### config.mk
export PLATFORM = sky130hd
export DESIGN_NAME = key_schedule_engine
export DESIGN_NICKNAME = d
export VERILOG_FILES = /design/src/rtl/key_sched_pkg.sv /design/src/rtl/NextKey.sv /design/src/rtl/key_schedule_engine.sv
export SDC_FILE = /design/constraint.sdc
export NUM_CORES = 1
export LEC_CHECK = 0
export BUFFER_PORTS_ARGS = -buffer_cell sky130_fd_sc_hd__buf_4
export CAP_MARGIN = 20
export CORE_ASPECT_RATIO = 0.7
export CORE_MARGIN = 2
export CORE_UTILIZATION = 60
export DETAILED_ROUTE_END_ITERATION = 10
export GPL_TIMING_DRIVEN = 1
export PLACE_DENSITY = 0.86
export SYNTH_ARGS = -nofsm -noshare
export SYNTH_HDL_FRONTEND = slang
export SYNTH_HIERARCHICAL = 1
export SYNTH_SLANG_ARGS = --single-unit
### constraint.sdc
create_clock -name clk -period 11.4 [get_ports clk]
set_clock_uncertainty 0.1 [all_clocks]
set_input_delay 1.71 -clock clk [delete_from_list [all_inputs] [get_ports clk]]
set_output_delay 1.71 -clock clk [all_outputs]
set_load 0.005 [all_outputs]
### src/rtl/key_sched_pkg.sv
`default_nettype none
// ============================================================================
//  Module   : key_sched_pkg
//  Purpose  : Shared constants, FSM state type and the GF(2^8) xtime helper
//             for the key schedule engine.
//  Revision : 1.0 - initial release
// ============================================================================
package key_sched_pkg;

  localparam int         KEY_W     = 64;
  localparam logic [7:0] RCON_POLY = 8'h1B;

  typedef enum logic [1:0] {
    ST_IDLE   = 2'd0,
    ST_EXPAND = 2'd1,
    ST_DONE   = 2'd2
  } state_t;

  // Multiply by x in GF(2^8); a non-zero input never maps to zero.
  function automatic logic [7:0] xtime(input logic [7:0] a);
    xtime = {a[6:0], 1'b0} ^ (a[7] ? RCON_POLY : 8'h00);
  endfunction

endpackage
`default_nettype wire

### src/rtl/NextKey.sv
`default_nettype none
// ============================================================================
//  Module   : NextKey
//  Purpose  : Combinational Simplified-AES round-key function. The key is
//             four 16-bit words w0..w3 (w0 most significant):
//               t   = SubNib(RotWord(w3))   (byte swap, then 4-bit S-box)
//               w0' = w0 ^ t, w1' = w1 ^ w0', w2' = w2 ^ w1', w3' = w3 ^ w2'
//  Revision : 1.0 - initial release
// ============================================================================
module NextKey
  import key_sched_pkg::*;
(
  input  logic [KEY_W-1:0] curKey,
  output logic [KEY_W-1:0] nextKey
);

  // S-AES nibble substitution box
  function automatic logic [3:0] sBox(input logic [3:0] n);
    case (n)
      4'h0: sBox = 4'h9;  4'h1: sBox = 4'h4;  4'h2: sBox = 4'hA;  4'h3: sBox = 4'hB;
      4'h4: sBox = 4'hD;  4'h5: sBox = 4'h1;  4'h6: sBox = 4'h8;  4'h7: sBox = 4'h5;
      4'h8: sBox = 4'h6;  4'h9: sBox = 4'h2;  4'hA: sBox = 4'h0;  4'hB: sBox = 4'h3;
      4'hC: sBox = 4'hC;  4'hD: sBox = 4'hE;  4'hE: sBox = 4'hF;  default: sBox = 4'h7;
    endcase
  endfunction

  logic [15:0] w_w0, w_w1, w_w2, w_w3;
  logic [15:0] w_rot, w_sub;
  logic [15:0] w_n0, w_n1, w_n2, w_n3;

  assign {w_w0, w_w1, w_w2, w_w3} = curKey;
  assign w_rot = {w_w3[7:0], w_w3[15:8]};
  assign w_sub = {sBox(w_rot[15:12]), sBox(w_rot[11:8]), sBox(w_rot[7:4]), sBox(w_rot[3:0])};
  assign w_n0  = w_w0 ^ w_sub;
  assign w_n1  = w_w1 ^ w_n0;
  assign w_n2  = w_w2 ^ w_n1;
  assign w_n3  = w_w3 ^ w_n2;
  assign nextKey = {w_n0, w_n1, w_n2, w_n3};

endmodule
`default_nettype wire

### src/rtl/key_schedule_engine.sv
`default_nettype none
// ============================================================================
//  Module   : key_schedule_engine
//  Purpose  : Sequential S-AES key expansion. One NextKey round per clock,
//             every round key kept in an internal buffer, registered read
//             port with validity tracking, start/busy/done handshake.
//  Options  : KEY_SCHED_RCON_EN - XOR a per-round constant (rcon, advanced
//             by xtime each round) into the top byte of every round key.
//  Revision : 1.0 - initial release
// ============================================================================
module key_schedule_engine
  import key_sched_pkg::*;
#(
  parameter int         NUM_ROUNDS = 10,
  parameter logic [7:0] RCON_INIT  = 8'h01,
  localparam int        AW         = $clog2(NUM_ROUNDS + 1)
) (
  input  logic             clk,
  input  logic             rst,
  input  logic             start,
  input  logic [KEY_W-1:0] master_key,
  output logic             busy,
  output logic             done,
  input  logic [AW-1:0]    rd_addr,
  output logic [KEY_W-1:0] rd_key,
  output logic             rd_valid
);

  // Valid count runs to NUM_ROUNDS+1, which may need one bit more than AW.
  localparam int CW = $clog2(NUM_ROUNDS + 2);

  state_t           r_state;
  logic [AW-1:0]    r_round;
  logic [CW-1:0]    r_validCount;
  logic [KEY_W-1:0] r_workKey;
  logic [KEY_W-1:0] r_buf [0:NUM_ROUNDS];

  logic [KEY_W-1:0] w_nextKey;
  logic [KEY_W-1:0] w_roundKey;
  logic             w_accept;
  logic             w_wrEn;
  logic [AW-1:0]    w_wrAddr;
  logic [KEY_W-1:0] w_wrData;
  logic             w_rdInRange;

  NextKey uNextKey (
    .curKey  (r_workKey),
    .nextKey (w_nextKey)
  );

`ifdef KEY_SCHED_RCON_EN
  logic [7:0] r_rcon;

  assign w_roundKey = w_nextKey ^ {r_rcon, {(KEY_W-8){1'b0}}};

  // Round constant: seeded on an accepted start, advanced once per round
  always_ff @(posedge clk) begin
    if (rst) begin
      r_rcon <= RCON_INIT;
    end else if (w_accept) begin
      r_rcon <= RCON_INIT;
    end else if (r_state == ST_EXPAND) begin
      r_rcon <= xtime(r_rcon);
    end
  end
`else
  logic w_unusedRconInit;

  assign w_roundKey       = w_nextKey;
  assign w_unusedRconInit = ^RCON_INIT;
`endif

  assign w_accept    = (r_state == ST_IDLE) && start;
  assign w_wrEn      = w_accept || (r_state == ST_EXPAND);
  assign w_wrAddr    = w_accept ? '0 : r_round;
  assign w_wrData    = w_accept ? master_key : w_roundKey;
  assign w_rdInRange = (rd_addr <= AW'(NUM_ROUNDS));

  // Control FSM with registered busy/done; done trails the DONE state by one cycle
  always_ff @(posedge clk) begin
    if (rst) begin
      r_state      <= ST_IDLE;
      r_round      <= '0;
      r_validCount <= '0;
      r_workKey    <= '0;
      busy         <= 1'b0;
      done         <= 1'b0;
    end else begin
      done <= (r_state == ST_DONE);
      case (r_state)
        ST_IDLE: begin
          if (start) begin
            r_workKey    <= master_key;
            r_validCount <= CW'(1);
            r_round      <= AW'(1);
            busy         <= 1'b1;
            r_state      <= ST_EXPAND;
          end
        end
        ST_EXPAND: begin
          r_workKey    <= w_roundKey;
          r_validCount <= CW'(r_round) + CW'(1);
          if (r_round == AW'(NUM_ROUNDS)) begin
            r_state <= ST_DONE;
          end else begin
            r_round <= r_round + AW'(1);
          end
        end
        ST_DONE: begin
          r_round <= '0;
          busy    <= 1'b0;
          r_state <= ST_IDLE;
        end
        default: begin
          busy    <= 1'b0;
          r_state <= ST_IDLE;
        end
      endcase
    end
  end

  // Key buffer: never cleared, only invalidated through the valid count
  always_ff @(posedge clk) begin
    if (!rst && w_wrEn) begin
      r_buf[w_wrAddr] <= w_wrData;
    end
  end

  // Registered read port; sees the buffer and valid count from before this edge
  always_ff @(posedge clk) begin
    if (rst) begin
      rd_key   <= '0;
      rd_valid <= 1'b0;
    end else begin
      rd_key   <= w_rdInRange ? r_buf[rd_addr] : '0;
      rd_valid <= (CW'(rd_addr) < r_validCount);
    end
  end

endmodule
`default_nettype wire

======== Word-level counts from Yosys, hierarchy flattened ========
Memory sizes are Yosys's and may differ from the RTL's. A register that Yosys moved wholly into a read port is not among the register bits.
Cells that the tools add are included.
operators by class
  add/sub/neg operators ................... 1
  $mul .................................... 0
  div/mod/pow operators ................... 0
  magnitude comparators ................... 2
  eq/ne operators ......................... 6
  shifts and indexed selects .............. 0
  muxes and demuxes ....................... 23
  bitwise logic cells ..................... 6
  reduce and logical (&&, ||, !) cells .... 12
operator list
  operator             count
  $mux 64              2
  $pmux 64 s2          1
  $xor 16x16->16       4
  $mux 4               11
  $pmux 4 s3           1
  $pmux 4 s2           1
  $reduce_and 2->1     3
  $add 4x1->4 const B  1
  $eq 4x4->1 const B   1
  $le 4x4->1 const B   1
  $lt 4x4->1           1
  $mux 2               2
  $ne 2x2->1 const B   2
  $pmux 2 s2           1
  $mux 1               3
  $reduce_and 3->1     1
  $reduce_bool 3->1    1
  $eq 2x1->1 const B   1
  $eq 2x2->1 const B   1
  $logic_and 1x1->1    2
  $logic_not 2->1      1
  $ne 2x1->1 const B   1
  $not 1->1            2
  $pmux 1 s2           1
  other kinds (4)      4
storage, ports and cells
  flip-flop bits (word level) ............. 77
  latch bits .............................. 0
  memory bits (writable) .................. 704
  ROM bits ................................ 256
  logic and storage cells ................. 62
  memories ................................ 5
memory list
  name             depth  bits a word  rd ports  clocked after Yosys merged registers in  write ports  line                       source
  r_buf            11     64           1         1                                        1            key_schedule_engine.sv:36  logic [KEY_W-1:0] r_buf [0:NUM_ROUNDS];
  (no name shown)  16     4            1         1                                        0            NextKey.sv:19              case (n)
  (no name shown)  16     4            1         1                                        0            NextKey.sv:19
  (no name shown)  16     4            1         1                                        0            NextKey.sv:19
  (no name shown)  16     4            1         1                                        0            NextKey.sv:19

======== Longest topological paths before layout ========
Gate-level depths: netlist of the first run.
  depth after elaboration ................. 7
  mapped depth ............................ 9
  gate-level depth less buffers ........... 8

======== By module ========
Netlist of the first run, hierarchy kept.
modules (own cells, without submodules)
  module               instances  cells an instance  area an instance (um2)  seq. area each (um2)
  key_schedule_engine  1          1832               32342.3                 23963.0
  NextKey              1          192                1788.0                  0.0

======== Worst setup path after synthesis of the first run ========
OpenSTA, ideal clock, no wires.
  path type ............................... input -> register
  from .................................... input start
  to ...................................... memory r_buf[3][0] (enable)
  library setup time ...................... 0.578 ns
  arrival time ............................ 6.994 ns
  required time ........................... 10.722 ns
  setup slack ............................. 3.728 ns
  stages on the path ...................... 4
  buffers on the path ..................... 2
  cells stage by stage .................... nand2_1 buf_2 buf_2 nor3b_1
between the ends
  word-level cells in the longest chain between the ends .. 5
  elaborated cells between the ends (all ways) .. 6
ends and longest elaborated chain
  item                          line                        source
  start: declaration            key_schedule_engine.sv:20   input logic start,
  $logic_and 1x1->1 (*)         key_schedule_engine.sv:73   assign w_accept = (r_state == ST_IDLE) && start;
  $logic_or 1x1->1              key_schedule_engine.sv:74   assign w_wrEn = w_accept || (r_state == ST_EXPAND);
  $logic_and 1x1->1             key_schedule_engine.sv:124  if (!rst && w_wrEn) begin
  $mux 1                        key_schedule_engine.sv:124
  $mux 1 (not written as such)  key_schedule_engine.sv:125  r_buf[w_wrAddr] <= w_wrData;
  end: declaration              key_schedule_engine.sv:36
Mark *: on every way between the ends. The rest lies on a longest branch, timed or not.

======== Final worst setup path of the first run ========
  from .................................... input start
  to ...................................... memory r_buf[3][62] (enable)
The elaborated chain is that of the path after synthesis.

==> impl_table.tex, run 1 <==
\begin{tabular}{lr}
\hline
Metric & Value \\
\hline
\multicolumn{2}{l}{\textbf{Setup path}} \\
Cell depth of the worst setup path & 5 \\
Start point of the critical path & start \\
End of the worst register-to-register path & r\_buf[3][62]\$\_DFFE\_PP\_ \\
Data required time at the worst endpoint & between 10000 and 15000 ps \\
Worst reg-to-reg setup slack & 6920 ps \\
Worst path bufs/invs & 2 \\
Classification of the worst setup path & in2reg \\
Sort of element at the end of the critical path & flop \\
Worst setup SP type & primary input \\
Worst EP arrival & 4690 ps \\
Most used cell along the critical path & sky130\_fd\_sc\_hd\_\_buf\_4 \\
Cells traversed along the worst timing path & buf\_4, nand2\_4, a21o\_1, nor3b\_2, buf\_4 \\
Critical Path Fanout Max & a little under 70 \\
Number of cells traversed by the worst register-to-register path & 7 \\
Library cell contributing the largest single delay on the critical path & sky130\_fd\_sc\_hd\_\_buf\_4 \\
Worst flop-to-flop path startpoint & r\_state[1]\$\_SDFFE\_PP0P\_ \\
Crit-path max cell delay & 930 ps \\
End point of the critical path & r\_buf[3][62]\$\_DFFE\_PP\_ \\
Top Family by Delay on Critical Path & simple AND/OR/NAND/NOR gates \\
\multicolumn{2}{l}{\textbf{STA}} \\
Final sum of negative setup slack & 0 ps \\
Shortest clock period the worst path allows after layout & around 4500 ps \\
Endpoints failing setup & 0 \\
Normalized max-slew margin & 0.222 \\
Minimum setup slack in the final design & about 6900 ps \\
Final number of hold-violating endpoints & 0 \\
Count of final max-slew check failures & 0 \\
Period utilization & 0.399 \\
Unrepaired setup endpoints after global routing & false \\
FMAX & 220 MHz \\
Slew at the pin closest to its max-slew limit & 1170 ps \\
\multicolumn{2}{l}{\textbf{Floorplanning}} \\
Standard-cell row count & between 70 and 80 \\
IO Pins & $\sim$140 \\
Initial standard-cell utilization of the core & 0.604 \\
Core area & 56500 um2 \\
Full die area & 58800 um2 \\
Chip Width & around 290 um \\
Die H & 204 um \\
\multicolumn{2}{l}{\textbf{Clock tree}} \\
CTS Root Buffer Type & sky130\_fd\_sc\_hd\_\_clkbuf\_16 \\
H-tree depth & 3 \\
Clk pin slew, worst setup/hold paths & 60 ps \\
Post-CTS sizing & 0 \\
Max clock buf depth & 3 \\
CTS sink count & 845 \\
Number of buffers created by CTS & 75 \\
Source-to-sink clock delay at the later pin of the worst-skew pair & 630 ps \\
Hold buffers post-CTS & 0 \\
Clock tree from TritonCTS & yes \\
Setup Buffers After CTS & 0 \\
\multicolumn{2}{l}{\textbf{Placed design}} \\
Setup WS pre-CTS & slightly above 6000 ps \\
Global placer's final weighted congestion & 0.826 \\
Final HPWL DP & approximately 45000 um \\
Count of buffers inserted at the top-level ports & 137 \\
\multicolumn{2}{l}{\textbf{Cells and area}} \\
Highest-count cells in the layout ignoring fill and taps & sky130\_fd\_sc\_hd\_\_edfxtp\_1 (704), sky130\_fd\_sc\_hd\_\_mux2i\_1 (263), sky130\_fd\_sc\_hd\_\_buf\_4 (162) \\
Nets & 2252 \\
Commonest non-fill, non-tap cell in the layout & sky130\_fd\_sc\_hd\_\_edfxtp\_1 \\
Share of layout cells above drive strength 1 & 0.199 \\
Synth-to-layout area growth & 12.0\% \\
\multicolumn{2}{l}{\textbf{Global route}} \\
Largest net degree at the start of global routing & 78 \\
Via count of the first global-routing pass & 19100 \\
GRT overflow & 0 \\
Tot GR Track Use & 0.277 \\
Antenna violations before repair & 2 \\
First-pass GRT wire length & between 100000 and 150000 um \\
\multicolumn{2}{l}{\textbf{Logic synthesis}} \\
Synth top area cells & sky130\_fd\_sc\_hd\_\_edfxtp\_1 (62\%), sky130\_fd\_sc\_hd\_\_dfxtp\_1 (8.3\%), sky130\_fd\_sc\_hd\_\_mux2i\_1 (7.7\%), sky130\_fd\_sc\_hd\_\_mux4\_2 (4.5\%), sky130\_fd\_sc\_hd\_\_mux2\_2 (2.1\%) \\
Seq cells post-synth & 845 \\
Number of warnings printed during yosys synthesis & 6 \\
Post-Syn Area & 34100 um2 \\
Post-synth top area cell & sky130\_fd\_sc\_hd\_\_edfxtp\_1 \\
Fraction of post-synthesis cell area in the top cell type by area & 0.619 \\
Sequential element share of the synthesized area & 0.702 \\
Synthesized netlist net count & between 2000 and 2500 \\
Number of standard cells after synthesis & 2024 \\
Avg Cell Area, Syn & $\sim$17 um2 \\
Number of distinct library cell variants in the gate-level netlist after synthesis & 51 \\
\multicolumn{2}{l}{\textbf{Pwr}} \\
Power share of the combinational group & 0.210 \\
Relative contribution of the clock network to total power & 0.298 \\
Leakage power figure & 13.3 nW \\
Max VDD drop & $\sim$0.00012 V \\
Switching power total & between 2 and 2.5 mW \\
Power per standard cell area & approximately 220 nW/um2 \\
Int Power & 6.05 mW \\
Pwr Total & 8.46 mW \\
Net switching fraction of the power & 0.286 \\
Sequential fraction of design power & 0.492 \\
\multicolumn{2}{l}{\textbf{Drt}} \\
Number of DRC violations after detailed-routing iteration 0 & 2044 \\
Post-Route WL & 80800 um \\
DRC violations left & 0 \\
DR vias/cell & 6.43 \\
Routed length per instance & roughly 27 um \\
Total number of vias & 19000 \\
Post-route antenna net violation count & 0 \\
DR pass1 iterations & 6 \\
\multicolumn{2}{l}{\textbf{Job}} \\
Max-cap check violation count & 0 \\
\multicolumn{2}{l}{\textbf{Worst hold path}} \\
Class of the most critical hold timing path & reg2reg \\
\multicolumn{2}{l}{\textbf{Run status}} \\
Status & completed \\
\hline
\end{tabular}
power by group through the flow:
| stage | Combinational [mW] | Sequential, mW | Clock (mW) |
|---|---|---|---|
| after floorplan | 1.17 | 4.18 | 0 |
| after global placement | 1.62 | 4.22 | 0 |
| after detailed placement | 1.70 | 4.23 | 0 |
| after CTS | 1.73 | 4.16 | 2.54 |
| after global routing | 1.88 | 4.18 | 2.65 |
| final | 1.78 | 4.16 | 2.52 |
tightest hold or removal path, delay by kind of cell (launching register included):
kind	cells	cell delay [ps]
flip-flops	1	310
AO/OA/AOI/OAI	1	50
AND/OR/NAND/NOR	1	50
cell usage after synthesis (all sizes together):
library cell,n
a2111oi,1
a211oi,66
a21o,3
a21oi,11
a221o,63
a311oi,1
a31oi,4
a32oi,1
and2,4
and3b,1
buf,82
clkbuf,44
dfxtp,141
edfxtp,704
ha,38
inv,24
mux2,66
mux2i,263
mux4,68
nand2,77
nand2b,5
nand3,5
nand3b,5
nand4,1
nand4b,2
nor2,85
nor2b,4
nor3,6
nor3b,5
nor4,2
o21a,1
o21ai,71
o22ai,65
o31ai,4
o32ai,1
or3,4
or4,1
xnor2,64
xnor3,4
xor2,27
logic make-up (layout without fill, tap and decap cells):
logic type,count (synthesis),after routing,synth area share
xor+xnor,95,95,0.0271
compound gates,292,292,0.0621
flops,845,845,0.702
mux,397,397,0.144
other cells,0,1,0
simple gates,207,207,0.0264
buf+inv,150,331,0.0245
fa+ha+maj,38,38,0.0139
state kept, by name, summed over array words and instances (netlist names):
register,count
r_buf,704
r_workKey,64
r_validCount,4
r_round,4
done,1
r_state,2
busy,1
rd_key,64
rd_valid,1
area by class of cell:
| type | instances | area (um2) |
|---|---|---|
| Inverter | 24 | 90.1 |
| Clock buffer | 106 | 2080 |
| Timing Repair Buffer | 168 | 1360 |
| Fill cell | 3542 | 18300 |
| Sequential cell | 845 | 24000 |
| Tap cell | 750 | 938 |
| Multi-Input combinational cell | 1029 | 9450 |
| Antenna cell | 1 | 2.50 |
| Clock inverter | 33 | 349 |
per-stage QoR:
step	cell area (um2)	hold slack, ps	std cells	util
finish	38200	363	2956	0.676
global placement	35700	345	2812	0.631
CTS	38100	368	2951	0.674
floorplan	34100	332	2024	-
detailed placement	35700	359	2812	0.631
global route	38200	390	2955	0.676
metal layers:
metal  vias up  track usage  wire length [um]
met3       195       0.0645              8270
met2      1094        0.431             38000
met4         2        0.111              3030
met1      9568        0.382             31500
li1       8144            -                 -
met5         -            0                13
worst min-delay path by stage:
stage	startpoint	endpoint	slack, ps	depth (start not counted)
after floorplan	r_validCount[2]$_SDFFE_PP0P_	r_validCount[2]$_SDFFE_PP0P_	330	2
final	r_validCount[2]$_SDFFE_PP0P_	r_validCount[2]$_SDFFE_PP0P_	360	2
after global placement	r_validCount[2]$_SDFFE_PP0P_	r_validCount[2]$_SDFFE_PP0P_	340	2
after global routing	r_validCount[2]$_SDFFE_PP0P_	r_validCount[2]$_SDFFE_PP0P_	390	2
after CTS	r_validCount[2]$_SDFFE_PP0P_	r_validCount[2]$_SDFFE_PP0P_	370	2
after detailed placement	r_validCount[2]$_SDFFE_PP0P_	r_validCount[2]$_SDFFE_PP0P_	360	2
Power figures use the tool's default switching activity.
==> run 2: changes to the inputs <==
CORE_UTILIZATION = 55   (was 60)
PLACE_DENSITY = 0.83   (was 0.86)
clock period = 4 ns   (was 11.4 ns; I/O delays follow)
==> run 2 against run 1 <==
Cell count is 2.4% higher. Core utilization shrank 4.8 points. Hold slack got worse by 120 ps. Non-clock buffer count is 3 higher. Global-route usage down 2.1 points. Sequential share of layout area is 0.60 points lower. Combinational power grew to 2.8 times the previous value. First-iteration DRC count up 20%. Die area is 8.9% higher. Count of clock-buffer cells in the layout shrank 10. Via count decreased by 0.81%.
==> impl_table.tex, run 2 (synthesis results as in run 1) <==
\begin{tabular}{lr}
\hline
Metric & Value \\
\hline
\multicolumn{2}{l}{\textbf{Run status}} \\
Status & completed \\
\multicolumn{2}{l}{\textbf{Clock tree}} \\
Clock tree from TritonCTS & yes \\
Source-to-sink clock delay at the later pin of the worst-skew pair & 640 ps (about the same) \\
CTS Root Buffer Type & sky130\_fd\_sc\_hd\_\_clkbuf\_16 \\
Max clock buf depth & 3 (unchanged) \\
Hold buffers post-CTS & 0 (unchanged) \\
Clk pin slew, worst setup/hold paths & 70 ps (about the same) \\
H-tree depth & 3 (unchanged) \\
Number of buffers created by CTS & 75 (unchanged) \\
Setup Buffers After CTS & 0 (unchanged) \\
CTS sink count & 845 (unchanged) \\
Post-CTS sizing & 0 (unchanged) \\
\multicolumn{2}{l}{\textbf{Global route}} \\
Global routing usage on met3 & 0.0507 (-0.0139) \\
GRT overflow & 0 (unchanged) \\
Global routing met2 resource utilization & 0.402 (-0.0291) \\
Via count of the first global-routing pass & 18800 (-1.5\%) \\
First-pass GRT wire length & 120000 um (+0.71\%) \\
Antenna violations before repair & 0 (-2) \\
Tot GR Track Use & 0.256 (-0.0212) \\
Routing usage on met1 & 0.362 (-0.0203) \\
Largest net degree at the start of global routing & 118 (+51\%) \\
Layer with the highest usage & met2 \\
\multicolumn{2}{l}{\textbf{Cells and area}} \\
Final standard cell utilization of the core & 0.628 (-0.0479) \\
Share of layout cells above drive strength 1 & 0.203 (+0.00480) \\
Top Registers & r\_buf: 704 flops, r\_workKey: 64 flops, rd\_key: 64 flops \\
Synth-to-layout area growth & 13.1\% \\
Flip-flop count of the largest register after layout & 704 (unchanged) \\
Top register by number of flip-flops & r\_buf \\
Commonest non-fill, non-tap cell in the layout & sky130\_fd\_sc\_hd\_\_edfxtp\_1 \\
Highest-count cells in the layout ignoring fill and taps & sky130\_fd\_sc\_hd\_\_edfxtp\_1 (704), sky130\_fd\_sc\_hd\_\_mux2i\_1 (263), sky130\_fd\_sc\_hd\_\_buf\_4 (151) \\
Number of filler instances in the final layout & 4253 (+20\%) \\
Sequential standard cell area & 24000 um2 (unchanged) \\
Multi-input gate area in the final layout & 9450 um2 (about the same) \\
Post-route design area & 38600 um2 (+0.96\%) \\
Nets & 2255 (+0.13\%) \\
\multicolumn{2}{l}{\textbf{Placed design}} \\
Setup WS pre-CTS & 960 ps (-5260 ps) \\
Global placer's final weighted congestion & 0.864 (+4.6\%) \\
Post-detailed-placement cell area & 36100 um2 (+1.0\%) \\
Count of buffers inserted at the top-level ports & 137 (unchanged) \\
Final HPWL DP & 45900 um (+1.5\%) \\
\multicolumn{2}{l}{\textbf{Setup path}} \\
Worst flop-to-flop path startpoint & r\_workKey[9]\$\_SDFFE\_PP0P\_ \\
Crit-path max cell delay & 540 ps (-390 ps) \\
Library cell contributing the largest single delay on the critical path & sky130\_fd\_sc\_hd\_\_mux4\_2 \\
Worst EP arrival & 3390 ps (-1300 ps) \\
Top Family by Delay on Critical Path & multiplexers \\
Sort of element at the end of the critical path & flop \\
Worst setup SP type & flop \\
Worst path bufs/invs & 1 (-1) \\
Start point of the critical path & r\_workKey[9]\$\_SDFFE\_PP0P\_ \\
Classification of the worst setup path & reg2reg \\
Critical Path Fanout Max & 11 (-84\%) \\
Cells traversed along the worst timing path & inv\_1, ha\_1, mux4\_2, xnor2\_2, xnor3\_1, mux2\_2 \\
Data required time at the worst endpoint & 4240 ps (-7300 ps) \\
\multicolumn{2}{l}{\textbf{Drt}} \\
Post-route antenna net violation count & 0 (unchanged) \\
DRC violations left & 0 (unchanged) \\
DR pass1 iterations & 5 (-1) \\
DR vias/cell & 6.23 (-3.1\%) \\
Routed length per instance & 27.1 um (-0.93\%) \\
Post-Route WL & 82000 um (+1.4\%) \\
Number of DRC violations after detailed-routing iteration 0 & 2445 (+20\%) \\
Total number of vias & 18800 (-0.81\%) \\
\multicolumn{2}{l}{\textbf{STA}} \\
Period utilization & 0.788 \\
Slew at the pin closest to its max-slew limit & 1220 ps (+54.8 ps) \\
Final sum of negative setup slack & 0 ps (unchanged) \\
Count of final max-slew check failures & 0 (unchanged) \\
FMAX & 317 MHz \\
Shortest clock period the worst path allows after layout & 3150 ps \\
Endpoints failing setup & 0 (unchanged) \\
Tightest hold margin & 240 ps (-122 ps) \\
Final number of hold-violating endpoints & 0 (unchanged) \\
Normalized max-slew margin & 0.186 (-0.0365) \\
Minimum setup slack in the final design & 850 ps (-6000 ps) \\
Unrepaired setup endpoints after global routing & false \\
\multicolumn{2}{l}{\textbf{Pwr}} \\
Power share of the combinational group & 0.207 (-0.003) \\
Sequential fraction of design power & 0.486 (-0.006) \\
Relative contribution of the clock network to total power & 0.307 (+0.009) \\
Power per standard cell area & 632 nW/um2 (+190\%) \\
Max VDD drop & 0.000358 V (+190\%) \\
Leakage power figure & 13.4 nW (+0.74\%) \\
Switching power total & 6.94 mW (+190\%) \\
Net switching fraction of the power & 0.284 (-0.00115) \\
Int Power & 17.5 mW (+190\%) \\
\multicolumn{2}{l}{\textbf{Floorplanning}} \\
Full die area & 64100 um2 (+8.9\%) \\
Chip Width & 302 um (+4.4\%) \\
Standard-cell row count & 76 (+4.1\%) \\
Initial standard-cell utilization of the core & 0.556 (-0.0481) \\
Die H & 212 um (+4.4\%) \\
Core area & 61400 um2 (+8.7\%) \\
IO Pins & 138 (unchanged) \\
\multicolumn{2}{l}{\textbf{Worst hold path}} \\
Startpoint of the lowest-slack hold path & master\_key[40] \\
Class of the most critical hold timing path & in2reg \\
\multicolumn{2}{l}{\textbf{Job}} \\
Max-cap check violation count & 0 (unchanged) \\
\hline
\end{tabular}
run 2: per-stage QoR:
stage / total power [mW] / std cells
6_report: 24.4 / 3027
5_1_grt: 25.1 / 3026
4_1_cts: 24.3 / 3026
3_5_place_dp: 16.9 / 2888
3_3_place_gp: 16.6 / 2888
2_1_floorplan: 15.2 / 2024
run 2: power groups by stage:
stage / registers, mW / logic [mW] / clock network [mW]
6_report: 11.9 / 5.05 / 7.48
5_1_grt: 11.9 / 5.36 / 7.87
4_1_cts: 11.9 / 4.95 / 7.54
3_5_place_dp: 12.0 / 4.88 / 0
3_3_place_gp: 12.0 / 4.62 / 0
2_1_floorplan: 11.9 / 3.32 / 0
run 2: area by class of cell:
| class | instances | share of cell area |
|---|---|---|
| repair buffers | 171 | 0.0395 |
| well taps | 819 | 0.0266 |
| flip-flops and latches | 845 | 0.621 |
| inverters | 24 | 0.00233 |
| clock buffers | 96 | 0.0525 |
| clock inverters | 42 | 0.0131 |
| diodes | 1 | 0.0000649 |
| multi-input cells | 1029 | 0.245 |
run 2: final timing paths:
path / slack [ps] / cells after the start / end
worst max-delay path: 850 / 6 / r_buf[10][0]$_DFFE_PP_
worst min-delay path: 240 / 3 / r_workKey[40]$_SDFFE_PP0P_
worst max register to register: 850 / 6 / r_buf[10][0]$_DFFE_PP_
worst min register to register: 370 / 2 / r_validCount[2]$_SDFFE_PP0P_
run 2: worst min-delay path: stages:
cell and delay, ps:
sky130_fd_sc_hd__buf_4 130, sky130_fd_sc_hd__mux2i_1 120, sky130_fd_sc_hd__a211oi_1 80
run 2: routing by layer:
layer | share of wire | wire (um)
met2 | 0.47 | 38500
met1 | 0.40 | 33100
met5 | 0 | 0
met3 | 0.10 | 8160
met4 | 0.027 | 2210
